===== config.mk =====
export PLATFORM = sky130hd
export DESIGN_NAME = instruction_fetch
export DESIGN_NICKNAME = d
export VERILOG_FILES = /design/src/rtl/instruction_fetch.sv
export SDC_FILE = /design/constraint.sdc
export NUM_CORES = 1
export LEC_CHECK = 0
export CAP_MARGIN = 10
export CORE_MARGIN = 3
export CORE_UTILIZATION = 51
export CTS_BUF_LIST = sky130_fd_sc_hd__clkbuf_4 sky130_fd_sc_hd__clkbuf_8 sky130_fd_sc_hd__clkbuf_16
export DETAILED_ROUTE_END_ITERATION = 12
export GPL_TIMING_DRIVEN = 0
export PLACE_DENSITY = 0.81
export SYNTH_ARGS = -nofsm -noshare
export SYNTH_HDL_FRONTEND = slang
export SYNTH_SLANG_ARGS = --single-unit

===== constraint.sdc =====
create_clock -name clk -period 4.1 [get_ports clk]
set_input_delay 0.82 -clock clk [delete_from_list [all_inputs] [get_ports clk]]
set_output_delay 0.82 -clock clk [all_outputs]
set_load 0.05 [all_outputs]

===== src/rtl/instruction_fetch.sv =====
// rtl/instruction_fetch.sv - byte-serial instruction fetch FSM (opcode + up to two operand bytes)
//
// Fetches one opcode byte, asks the external decoder for the instruction
// length, fetches 0..2 operand bytes and presents the instruction until acked.
//
// Ports:
//   clk, reset_n        clock, asynchronous active-low reset
//   PC_in      [15:0]   program counter from the register file
//   inc_PC              pulse: advance PC by one (one per accepted byte)
//   mem_addr   [15:0]   read address (always PC_in)
//   mem_rd / mem_ready  read request / data valid handshake
//   mem_data   [7:0]    read data
//   instr_len  [1:0]    decoded length of the current opcode
//   opcode     [7:0]    registered opcode byte
//   operand    [15:0]   registered operand {hi, lo}
//   instr_valid         instruction complete and stable
//   instr_ack           consumer takes the instruction
//   flush               abort the fetch in progress (PC was reloaded)
//   fetch_fault         sticky memory-timeout flag

module instruction_fetch #(
  parameter int TIMEOUT_CYCLES = 255
) (
  input  logic        clk,
  input  logic        reset_n,
  input  logic [15:0] PC_in,
  output logic        inc_PC,
  output logic [15:0] mem_addr,
  output logic        mem_rd,
  input  logic        mem_ready,
  input  logic [7:0]  mem_data,
  input  logic [1:0]  instr_len,
  output logic [7:0]  opcode,
  output logic [15:0] operand,
  output logic        instr_valid,
  input  logic        instr_ack,
  input  logic        flush,
  output logic        fetch_fault
);

  localparam logic [15:0] TIMEOUT_W = 16'(TIMEOUT_CYCLES);

  typedef enum logic [2:0] {
    IDLE     = 3'd0,
    FETCH_OP = 3'd1,
    DECODE   = 3'd2,
    FETCH_LO = 3'd3,
    FETCH_HI = 3'd4,
    HOLD     = 3'd5,
    FAULT    = 3'd6
  } state_t;

  state_t      state_q, state_d;
  logic [7:0]  opcode_q, opcode_d;
  logic [15:0] operand_q, operand_d;
  logic [1:0]  len_q, len_d;
  logic [15:0] stall_q, stall_d;
  logic        fault_q, fault_d;
  logic        valid_q;
  logic        fetching;

  assign mem_addr    = PC_in;
  assign opcode      = opcode_q;
  assign operand     = operand_q;
  assign instr_valid = valid_q;
  assign fetch_fault = fault_q;

  assign fetching = (state_q == FETCH_OP) || (state_q == FETCH_LO) || (state_q == FETCH_HI);
  assign mem_rd   = fetching && !flush;
  assign inc_PC   = mem_rd && mem_ready;

  always_comb begin
    state_d   = state_q;
    opcode_d  = opcode_q;
    operand_d = operand_q;
    len_d     = len_q;
    stall_d   = '0;
    fault_d   = fault_q;

    if (state_q == FAULT) begin
      // Terminal until reset; flush and instr_ack have no effect here.
      stall_d = stall_q;
    end else if (flush) begin
      // Opcode/operand are deliberately kept; the restarted fetch overwrites them.
      state_d = FETCH_OP;
    end else begin
      case (state_q)
        IDLE:     state_d = FETCH_OP;
        FETCH_OP: if (mem_ready) begin
          opcode_d  = mem_data;
          operand_d = '0;
          state_d   = DECODE;
        end
        DECODE: begin
          len_d   = instr_len;
          state_d = instr_len[1] ? FETCH_LO : HOLD;
        end
        FETCH_LO: if (mem_ready) begin
          operand_d[7:0] = mem_data;
          state_d        = (len_q == 2'd3) ? FETCH_HI : HOLD;
        end
        FETCH_HI: if (mem_ready) begin
          operand_d[15:8] = mem_data;
          state_d         = HOLD;
        end
        HOLD:     if (instr_ack) state_d = FETCH_OP;
        default:  state_d = IDLE;
      endcase

      // Stalled read: count it, and give up once the budget is exhausted.
      if (mem_rd && !mem_ready) begin
        if (stall_q + 16'd1 == TIMEOUT_W) begin
          state_d = FAULT;
          fault_d = 1'b1;
        end else begin
          stall_d = stall_q + 16'd1;
        end
      end
    end
  end

  always_ff @(posedge clk or negedge reset_n) begin
    if (!reset_n) begin
      state_q   <= IDLE;
      opcode_q  <= '0;
      operand_q <= '0;
      len_q     <= '0;
      stall_q   <= '0;
      fault_q   <= 1'b0;
      valid_q   <= 1'b0;
    end else begin
      state_q   <= state_d;
      opcode_q  <= opcode_d;
      operand_q <= operand_d;
      len_q     <= len_d;
      stall_q   <= stall_d;
      fault_q   <= fault_d;
      valid_q   <= (state_d == HOLD);
    end
  end

endmodule

Yosys cells after proc, flatten, opt, wreduce, memory -nomap -nowiden
Index checks and enable logic that the tools add are counted.

Register bits after elaboration: 47. Bits in latches: 0. RAM bits: 0. ROM bits: 0. Output and inout port bits: 44. Logic and storage cells: 56. Memories kept: 0.

Add/subtract/negate cells: 1. $mul: 0. Divide/modulo/power cells: 0. $lt $le $gt $ge: 0. Equal/unequal tests: 12. Shift-type cells: 0. Muxes and demuxes: 18. Bitwise operators: 2. Reduce and logical (&&, ||, !) cells: 15.

Operator list (count): 16-bit 2-to-1 mux (4); 8-bit case mux with 2 select lines (2); 3-bit 2-to-1 mux (9); 3-bit case mux with 6 select lines (1); 16-bit by 1-bit adder with 16-bit output, second input constant (1); 16-bit by 8-bit equality test with 1-bit output, second input constant (1); 3-bit equality test, second input constant (4); 5-bit AND reduction (2); 8-bit 2-to-1 mux (1); 4-bit AND reduction (2); 3-bit by 2-bit equality test with 1-bit output, second input constant (2); 2-bit != test, second input constant (3); 2-bit nonzero test (2); 3-bit by 1-bit equality test with 1-bit output, second input constant (1); 1-bit logical AND (3); 3-bit logical NOT (1); 3-bit AND reduction (1); 2-bit equality test, second input constant (1); 1-bit logical NOT (2); 1-bit logical OR (2); 1-bit inverter (2); 1-bit 2-to-1 mux (1).

Logic depth before layout (Yosys ltp)
Gate-level depths: netlist (run 1).

Word-level depth: 9. Depth in mapped cells: 8.

Worst setup path after synthesis (run 1)
OpenSTA, ideal clock, no wires.

Path kind: input -> output. From: input mem_ready. To: output inc_PC. Data arrival time: 2.214 ns. Data required time: 3.280 ns. Path slack: 1.066 ns. Stages on the path: 3. Path buffers: 1. Cell sequence: clkbuf_1 inv_1 nor3_1.

Word-level cells in the longest chain between the ends: 1.

RTL lines: start: declaration (line 30) `input logic mem_ready,`; 1-bit logical AND (line 70) `assign inc_PC = mem_rd && mem_ready;`; end: declaration (line 27) `output logic inc_PC,`.

No other way between the ends.

Final worst setup path (run 1)
From: register state_q[1]. To: output mem_rd.

Word-level cells in the longest chain between the ends: 4. Elaborated cells on any way between the ends: 6. Classes of those cells: eq/ne: 3; reduce/logical: 3.

RTL lines: start: declaration (line 53) `state_t state_q, state_d;`; start signal: assignment (line 132) `state_q <= state_d;`; 3-bit by 1-bit equality test with 1-bit output or 3-bit by 2-bit equality test with 1-bit output (tied branches) (line 68) `assign fetching = (state_q == FETCH_OP) || (state_q == FETCH_LO) || (state_q == FETCH_HI);`; 1-bit logical OR (line 68); 1-bit logical OR (*) (line 68); 1-bit logical AND (*) (line 69) `assign mem_rd = fetching && !flush;`; end: declaration (line 29) `output logic mem_rd,`.

Mark *: on every way between the ends. The rest lies on a longest branch, timed or not.

==> results by stage, run 1 <==
Status:
- The flow ran to the end, and the final reports show no timing, DRC or antenna violations.

Clocking:
- The buffer type at the clock tree root is sky130_fd_sc_hd__clkbuf_8.
- For the worst-skew pair, the clock arrives at the later sink with an insertion delay of between 300 and 400 ps.
- The CTS tree is done.
- The total of hold buffers inserted after clock tree synthesis is 0.
- The total CTS buffers is 5.
- The H-tree was split into 2 levels.
- Clock-pin slew was measured on the worst setup and hold paths at 100 ps.
- Counting along the longest clock path gives a buffer depth of 2.
- The post-cts repair resize count is 0.
- After clock tree synthesis, the setup repair step added 0 buffers.
- The number of clock sinks is 47.

Job:
- The total of max-cap violations is 0.

Floorplan:
- The number of placement rows is 25.
- The die area is 5920 um2.
- In this run the horizontal extent of the chip is 77.0 um.
- The core region is around 4800 um2.
- In this run the vertical extent of the chip is between 70 and 80 um.
- For this configuration, the core starts out at a cell density of 0.537.
- In this run the count of I/O pins placed on the die edge is 75.

Timing:
- Hold timing on the final database bottoms out at a slack of 417 ps.
- The worst clock skew on the final layout is 9.40 ps.
- The summed negative setup slack over all endpoints is 0 ps.
- Setup repair after global routing left no endpoint under its margin.
- Based on the critical path, the design can be clocked at up to about 300 MHz.
- In this run the tightest slew margin relative to its limit is 0.499.
- The actual transition at the worst max-transition pin is 749 ps.
- The portion of the clock cycle consumed by the worst path in the final layout is 0.834.
- The number of max-slew violations in the final report came to 0.
- The clock period could shrink to 3420 ps.
- The final hold violation count is 0.
- Setup violations remaining at the end of the flow were counted as 0.

Critical path:
- The worst register-to-register path begins at stall_q[0].
- The critical path is of the flip-flop to output port type.
- Data arrives at the worst endpoint at about 2600 ps.
- For flop-to-flop paths, the worst setup slack is 1670 ps.
- Along the worst path, the maximum fanout reaches 9.
- The worst setup path is captured at an output port.
- For the worst flop-to-flop path, the logic depth is 8.
- The endpoint of the lowest-slack register-to-register path is state_q[2].
- The startpoint type of the worst setup path is a flip-flop.
- The data required time of the critical path is 3280 ps.

Power and ir drop:
- The total power per unit cell area is 395 nW/um2.
- The analysis attributes to cell leakage a power of 1.39 nW.
- The overall power is 1.32 mW.
- The worst ir drop on vdd is approximately 0.00022 V.

Synthesis:
- The count of warnings emitted by yosys is 0.
- Synthesis produced a netlist whose cell count is ~280.
- The post-synthesis register bit count is 47.
- The average instance area after synthesis is 9.27 um2.
- For this run, asynchronously set or reset flops after synthesis account for 1.00.
- The predominant post-synthesis flop cell is sky130_fd_sc_hd__dfrtp_1.
- The netlist area before placement is 2570 um2.
- The number of nets in the synthesized netlist is 310.
- The sequential element share of the synthesized area is 0.458.
- The count of flip-flops with a built-in enable after synthesis is 0.
- The number of distinct library cells after synthesis is 48.

Finish:
- The number of standard cells in the final layout excluding fillers is 409.
- The fraction of final layout cells with drive strength greater than 1 is 0.170.
- The count of antenna diodes in the layout is 0.
- The area added between synthesis and finish is 30.2%.
- The cell area after layout is between 3000 and 4000 um2.
- After the last flow step, the layout net total stands at 374.

GRT:
- Across every metal layer, demand over resource in global routing totals 0.208.
- The maximum number of pins on one net before global-route repair is 33.
- The via count of the first global-routing pass is 2100.
- The first global-routing pass estimated 9910 um of wire.
- The initial antenna violation count is 0.
- After global routing the overflow that remains totals 0.

Min path:
- The min-delay analysis places its worst path in the category input pin to async pin.

Routing:
- The first-pass iteration count of the detailed router is 4.
- The number of design-rule violations left by the first detailed-router iteration is 92.
- The count of unresolved DRC violations after routing is 0.
- For this block, the routed nets add up to 5910 um of wire.
- In this run the remaining antenna-violating nets after routing total 0.
- After detailed routing, the average wire length per cell comes to around 14 um.
- The routed layout has 2150 vias.
- Using the TritonRoute via totals, the vias-per-cell ratio works out to 5.26.

Placed design:
- The half-perimeter wire length after placement is between 4000 and 5000 um.
- The placed standard-cell area is 3230 um2.
- The number of buffers added on ports is 56.
- The total instance count after detailed placement is 401.
- At the end of routability-driven placement, the weighted congestion stood at 0.828.
[metal layers]
metal	track usage	routed length, um	vias to the layer above
met4	0.0730	87	0
met5	0	0	-
met3	0.0481	346	7
li1	-	-	1071
met1	0.263	2670	1005
met2	0.349	2800	67
[worst max-delay path, stage by stage, from the launching register on]
cell                              delay [ps]
sky130_fd_sc_hd__dfrtp_1                 370
sky130_fd_sc_hd__clkbuf_1                190
sky130_fd_sc_hd__nor3b_2                 530
sky130_fd_sc_hd__nor2_1                  140
sky130_fd_sc_hd__nor2_1                  210
sky130_fd_sc_hd__clkdlybuf4s50_1         850
[kinds of logic after synthesis]
family,after synthesis,synth area share
AOI/OAI and AO/OA,53,0.121
xor gates and xnor gates,9,0.0307
adders and majority gates,2,0.00974
buffers and inverters,39,0.0848
DFF,47,0.458
muxes,15,0.0638
and+or+nand+nor,112,0.232
[metrics by stage]
stage | util | setup slack [ps]
after CTS | 0.699 | 630
after detailed placement | 0.675 | 997
after global placement | 0.671 | 917
after global routing | 0.699 | 433
final | 0.699 | 683
after floorplan | - | 1070
[area by class of cell]
type / instances / area, um2
Clock buffer: 5 / 68.8
Clock inverter: 3 / 47.5
Timing Repair Buffer: 57 / 576
Fill cell: 382 / 1440
Inverter: 7 / 26.3
Sequential cell: 47 / 1180
Buffer: 32 / 191
Tap cell: 67 / 83.8
Multi-Input combinational cell: 191 / 1170
[layout by cell type, fill, tap and decap left out, drive strengths merged, types with 2 or more instances in the layout]
| cell type | count |
|---|---|
| nand2 | 56 |
| nor2 | 12 |
| dfrtp | 47 |
| nand3b | 2 |
| inv | 8 |
| ha | 2 |
| nor3b | 3 |
| and2 | 2 |
| buf | 25 |
| nor3 | 9 |
| nand3 | 8 |
| a31o | 2 |
| clkbuf | 14 |
| mux2 | 11 |
| nor4 | 2 |
| and4 | 2 |
| nand4 | 6 |
| o21ai | 30 |
| clkdlybuf4s50 | 55 |
| xor2 | 3 |
| xnor2 | 6 |
| mux2i | 4 |
| a31oi | 6 |
| a21oi | 6 |
| or2 | 2 |
| or3 | 4 |
| nor2b | 2 |
[sequential cells by signal, indices dropped and copies added (netlist names)]
signal / count
fetch_fault: 1
instr_valid: 1
len_q: 2
opcode: 8
operand: 16
stall_q: 16
state_q: 3
[power by group]
| group | internal, mW | switching (mW) | leakage (nW) |
|---|---|---|---|
| Clock | 0.185 | 0.167 | 0.0587 |
| Combinational | 0.154 | 0.274 | 0.708 |
| Sequential | 0.514 | 0.0253 | 0.626 |
| Total | 0.853 | 0.467 | 1.39 |
[worst max path at each step]
stage / slack, ps / to / start / depth (start not counted)
floorplan: 1070 / inc_PC / mem_ready / 3
global placement: 920 / state_q[2] / reset_n / 1
detailed placement: 1000 / inc_PC / state_q[1] / 5
CTS: 630 / inc_PC / state_q[1] / 5
global route: 430 / inc_PC / state_q[1] / 5
finish: 680 / mem_rd / state_q[1] / 5
[cell usage after synthesis, drive strengths merged (2+ instances only)]
library cell | instances | area, um2
nand2 | 56 | 215
dfrtp | 47 | 1180
o21ai | 30 | 150
buf | 23 | 158
nor2 | 12 | 50.1
mux2 | 11 | 124
clkbuf | 9 | 33.8
nor3 | 9 | 50.1
nand3 | 8 | 45.0
inv | 7 | 26.3
a21oi | 6 | 30.0
a31oi | 6 | 37.5
nand4 | 6 | 67.6
xnor2 | 6 | 52.6
mux2i | 4 | 40.0
or3 | 4 | 25.0
nor3b | 3 | 32.5
xor2 | 3 | 26.3
a31o | 2 | 17.5
and2 | 2 | 12.5
and4 | 2 | 17.5
ha | 2 | 25.0
nand3b | 2 | 15.0
nor2b | 2 | 12.5
nor4 | 2 | 27.5
or2 | 2 | 12.5
Power figures use the tool's default switching activity.
==> inputs of run 2 (changes only) <==
- CORE_UTILIZATION: 51 -> 48
- PLACE_DENSITY: 0.81 -> 0.77
- clock period: 4.1 -> 3.5 ns (I/O delays scaled with it)
==> results by stage, run 2 (synthesis gave the netlist of run 1 again) <==
GRT:
- The total routing usage reported by global routing is 0.198.
- Entering global routing, the biggest net connects 36 pins.
- The first global-routing pass estimated slightly below 10000 um of wire.
- The via count of the first global-routing pass is 2036.
- The initial antenna violation count was 0.
- Global routing finished with a remaining overflow of 0.

Finish:
- With fillers left out, the area of the finished cells amounts to 3330 um2.
- The final net count is 374.
- The area added between synthesis and finish is 29.7%.
- The count of cells in the finished layout, fillers not included, comes to slightly above 400.
- The library cell used most frequently in the layout, excluding fill and tap cells, is sky130_fd_sc_hd__clkdlybuf4s50_1.
- The number of antenna diodes in the final layout is 0.
- The multi-input combinational cell area is roughly 1200 um2.
- The sequential cells in the finished layout cover a total of 1180 um2.
- The number of filler instances in the final layout is 425.
- In the layout the commonest cells are 55 x sky130_fd_sc_hd__clkdlybuf4s50_1, 54 x sky130_fd_sc_hd__nand2_1, 47 x sky130_fd_sc_hd__dfrtp_1.
- In the final layout, the share of cells above drive strength 1 is 0.170.
- The final core utilization is 0.674.

Clocking:
- Post-CTS repair changed the size of 0 cells.
- The number of levels in the clock H-tree is 2.
- The total of hold buffers inserted after clock tree synthesis is 0.
- The tree is rooted in a sky130_fd_sc_hd__clkbuf_8.
- The number of clock sinks is between 40 and 50.
- The longest clock path from root to sink contains 2 buffers.
- The CTS tree is done.
- After clock tree synthesis, the clock-pin slew on the worst setup and hold paths is 90 ps.
- Counting the buffers created by CTS gives 5.
- Post-CTS timing repair inserted 0 buffers for setup.
- The clock latency on the worst-skew pair is 300 ps.

Floorplan:
- The number of I/O pins is 75.
- The area of the core is 4940 um2.
- The initial utilization of the core area, before any placement, comes to 0.520.
- The die area is 6270 um2.
- The number of placement rows is 25.
- The vertical extent of the die is 79.2 um.
- In this run the horizontal extent of the chip is 79.2 um.

Power and ir drop:
- The leakage power summed over all cells is 1.39 nW.
- IR analysis of the VDD net gives a maximum drop of 0.000317 V.
- In this run the power density over the cells is 447 nW/um2.

Placed design:
- The number of placed instances, taps included, is 401.
- The wire-length estimate of the detail-placed layout is ~4300 um.
- The number of buffers added on ports is 56.
- The placed standard-cell area is between 3000 and 4000 um2.
- Routability-driven placement finished with a final weighted congestion of between 0.8 and 0.9.

Routing:
- The detailed router finished its first iteration with 155 violations.
- Using the TritonRoute via totals, the vias-per-cell ratio works out to 5.32.
- The overall via count from detail_route is 2174.
- For this block, the routed nets add up to 5790 um of wire.
- The count of nets left with antenna violations once routing finished came out at 0.
- The count of unresolved DRC violations after routing is 0.
- After detailed routing, the average wire length per cell comes to between 10 and 15 um.
- The first-pass iteration count of the detailed router is 4.

Critical path:
- On the critical path, the stage with the largest delay is an instance of sky130_fd_sc_hd__clkdlybuf4s50_1.
- The critical path is of the flip-flop to output port type.
- At the worst endpoint, the required time is approximately 2800 ps.
- The combined buffer and inverter count along the critical path is 2.
- The cell that appears most often on the critical path is sky130_fd_sc_hd__nor2_1.
- In this design, the stage delay of the slowest critical-path cell is 830 ps.
- STA classifies the critical path endpoint as an output port.
- STA classifies the critical path startpoint as a flip-flop.
- Walking the worst path, the cells encountered are clkbuf_1, nor3b_4, nor2_1, nor2_1, clkdlybuf4s50_1.
- Grouping stages by cell kind, the critical path spends the most delay in buffers and inverters.
- For the worst setup path, the data arrival time is 2480 ps.
- Along the worst path, the maximum fanout reaches 9.

Timing:
- Dividing the final minimum period by the clock period gives 0.908.
- For the pin with the worst max-slew slack, the measured transition is 740 ps.
- The time the final worst path needs with I/O delays and setup is approximately 3200 ps.
- The final hold violation count came to 0.
- Across the routed clock network, the largest skew measured is 14.3 ps.
- Setup repair after global routing left no endpoint under its margin.
- Summed over all failing endpoints, the final setup total negative slack is 0 ps.
- The final-report setup violation count is 0.
- The achievable clock frequency is 315 MHz.
- Measured against its own limit, the worst slew margin works out to 0.505.
- The number of max-slew violations in the final report is 0.

Status:
- The run finished with clean final reports.

Min path:
- The worst hold path belongs to the class input pin to async pin.

Job:
- Max-cap violations in this run came to 0.
run 2: cell types whose count changed in the layout (fill, tap and decap cells not counted), sizes merged:
cell / delta
bufinv: -1
clkbuf: +1
run 2: worst paths after layout:
check                            startpoint           to  slack, ps  cells after the start
worst max register to register   stall_q[0]   state_q[2]       1090                      8
worst min-delay path                reset_n     len_q[1]        270                      1
worst max-delay path             state_q[1]       mem_rd        320                      5
max in group asynchronous           reset_n   stall_q[5]       2730                      2
worst min register to register  fetch_fault  fetch_fault        490                      1
min in group clk                fetch_fault  fetch_fault        490                      1
run 2: stage by stage:
step / total power [mW] / setup slack [ps] / hold WS (ps)
floorplan: 0.972 / 706 / 404
global placement: 1.14 / 392 / 453
detailed placement: 1.15 / 533 / 467
CTS: 1.50 / 177 / 282
global route: 1.56 / 131 / 288
finish: 1.49 / 322 / 274
run 2: where the power goes:
part | switching (mW) | total, mW | internal, mW
registers | 0.0291 | 0.631 | 0.602
clock network | 0.188 | 0.350 | 0.162
logic | 0.325 | 0.506 | 0.181
total | 0.542 | 1.49 | 0.945
run 2: cell type report:
| class | instances | share of cell area |
|---|---|---|
| plain buffers | 32 | 0.0575 |
| well taps | 67 | 0.0252 |
| flip-flops and latches | 47 | 0.353 |
| repair buffers | 57 | 0.173 |
| multi-input cells | 191 | 0.355 |
| clock buffers | 6 | 0.0248 |
| clock inverters | 2 | 0.00413 |
| inverters | 7 | 0.00789 |
run 2: routing by layer:
layer / GRT usage / vias up / share of wire
met5: 0 / - / 0
met4: 0.0619 / 0 / 0.013
met3: 0.0420 / 6 / 0.062
met2: 0.323 / 75 / 0.47
met1: 0.265 / 1027 / 0.45
li1: - / 1066 / -
==> inputs of run 3 (changes only) <==
- SKIP_LAST_GASP: unset -> 1
- TNS_END_PERCENT: unset -> 50
==> results of run 3 <==
Final layout, timing and power as in run 2 (identical DEF).
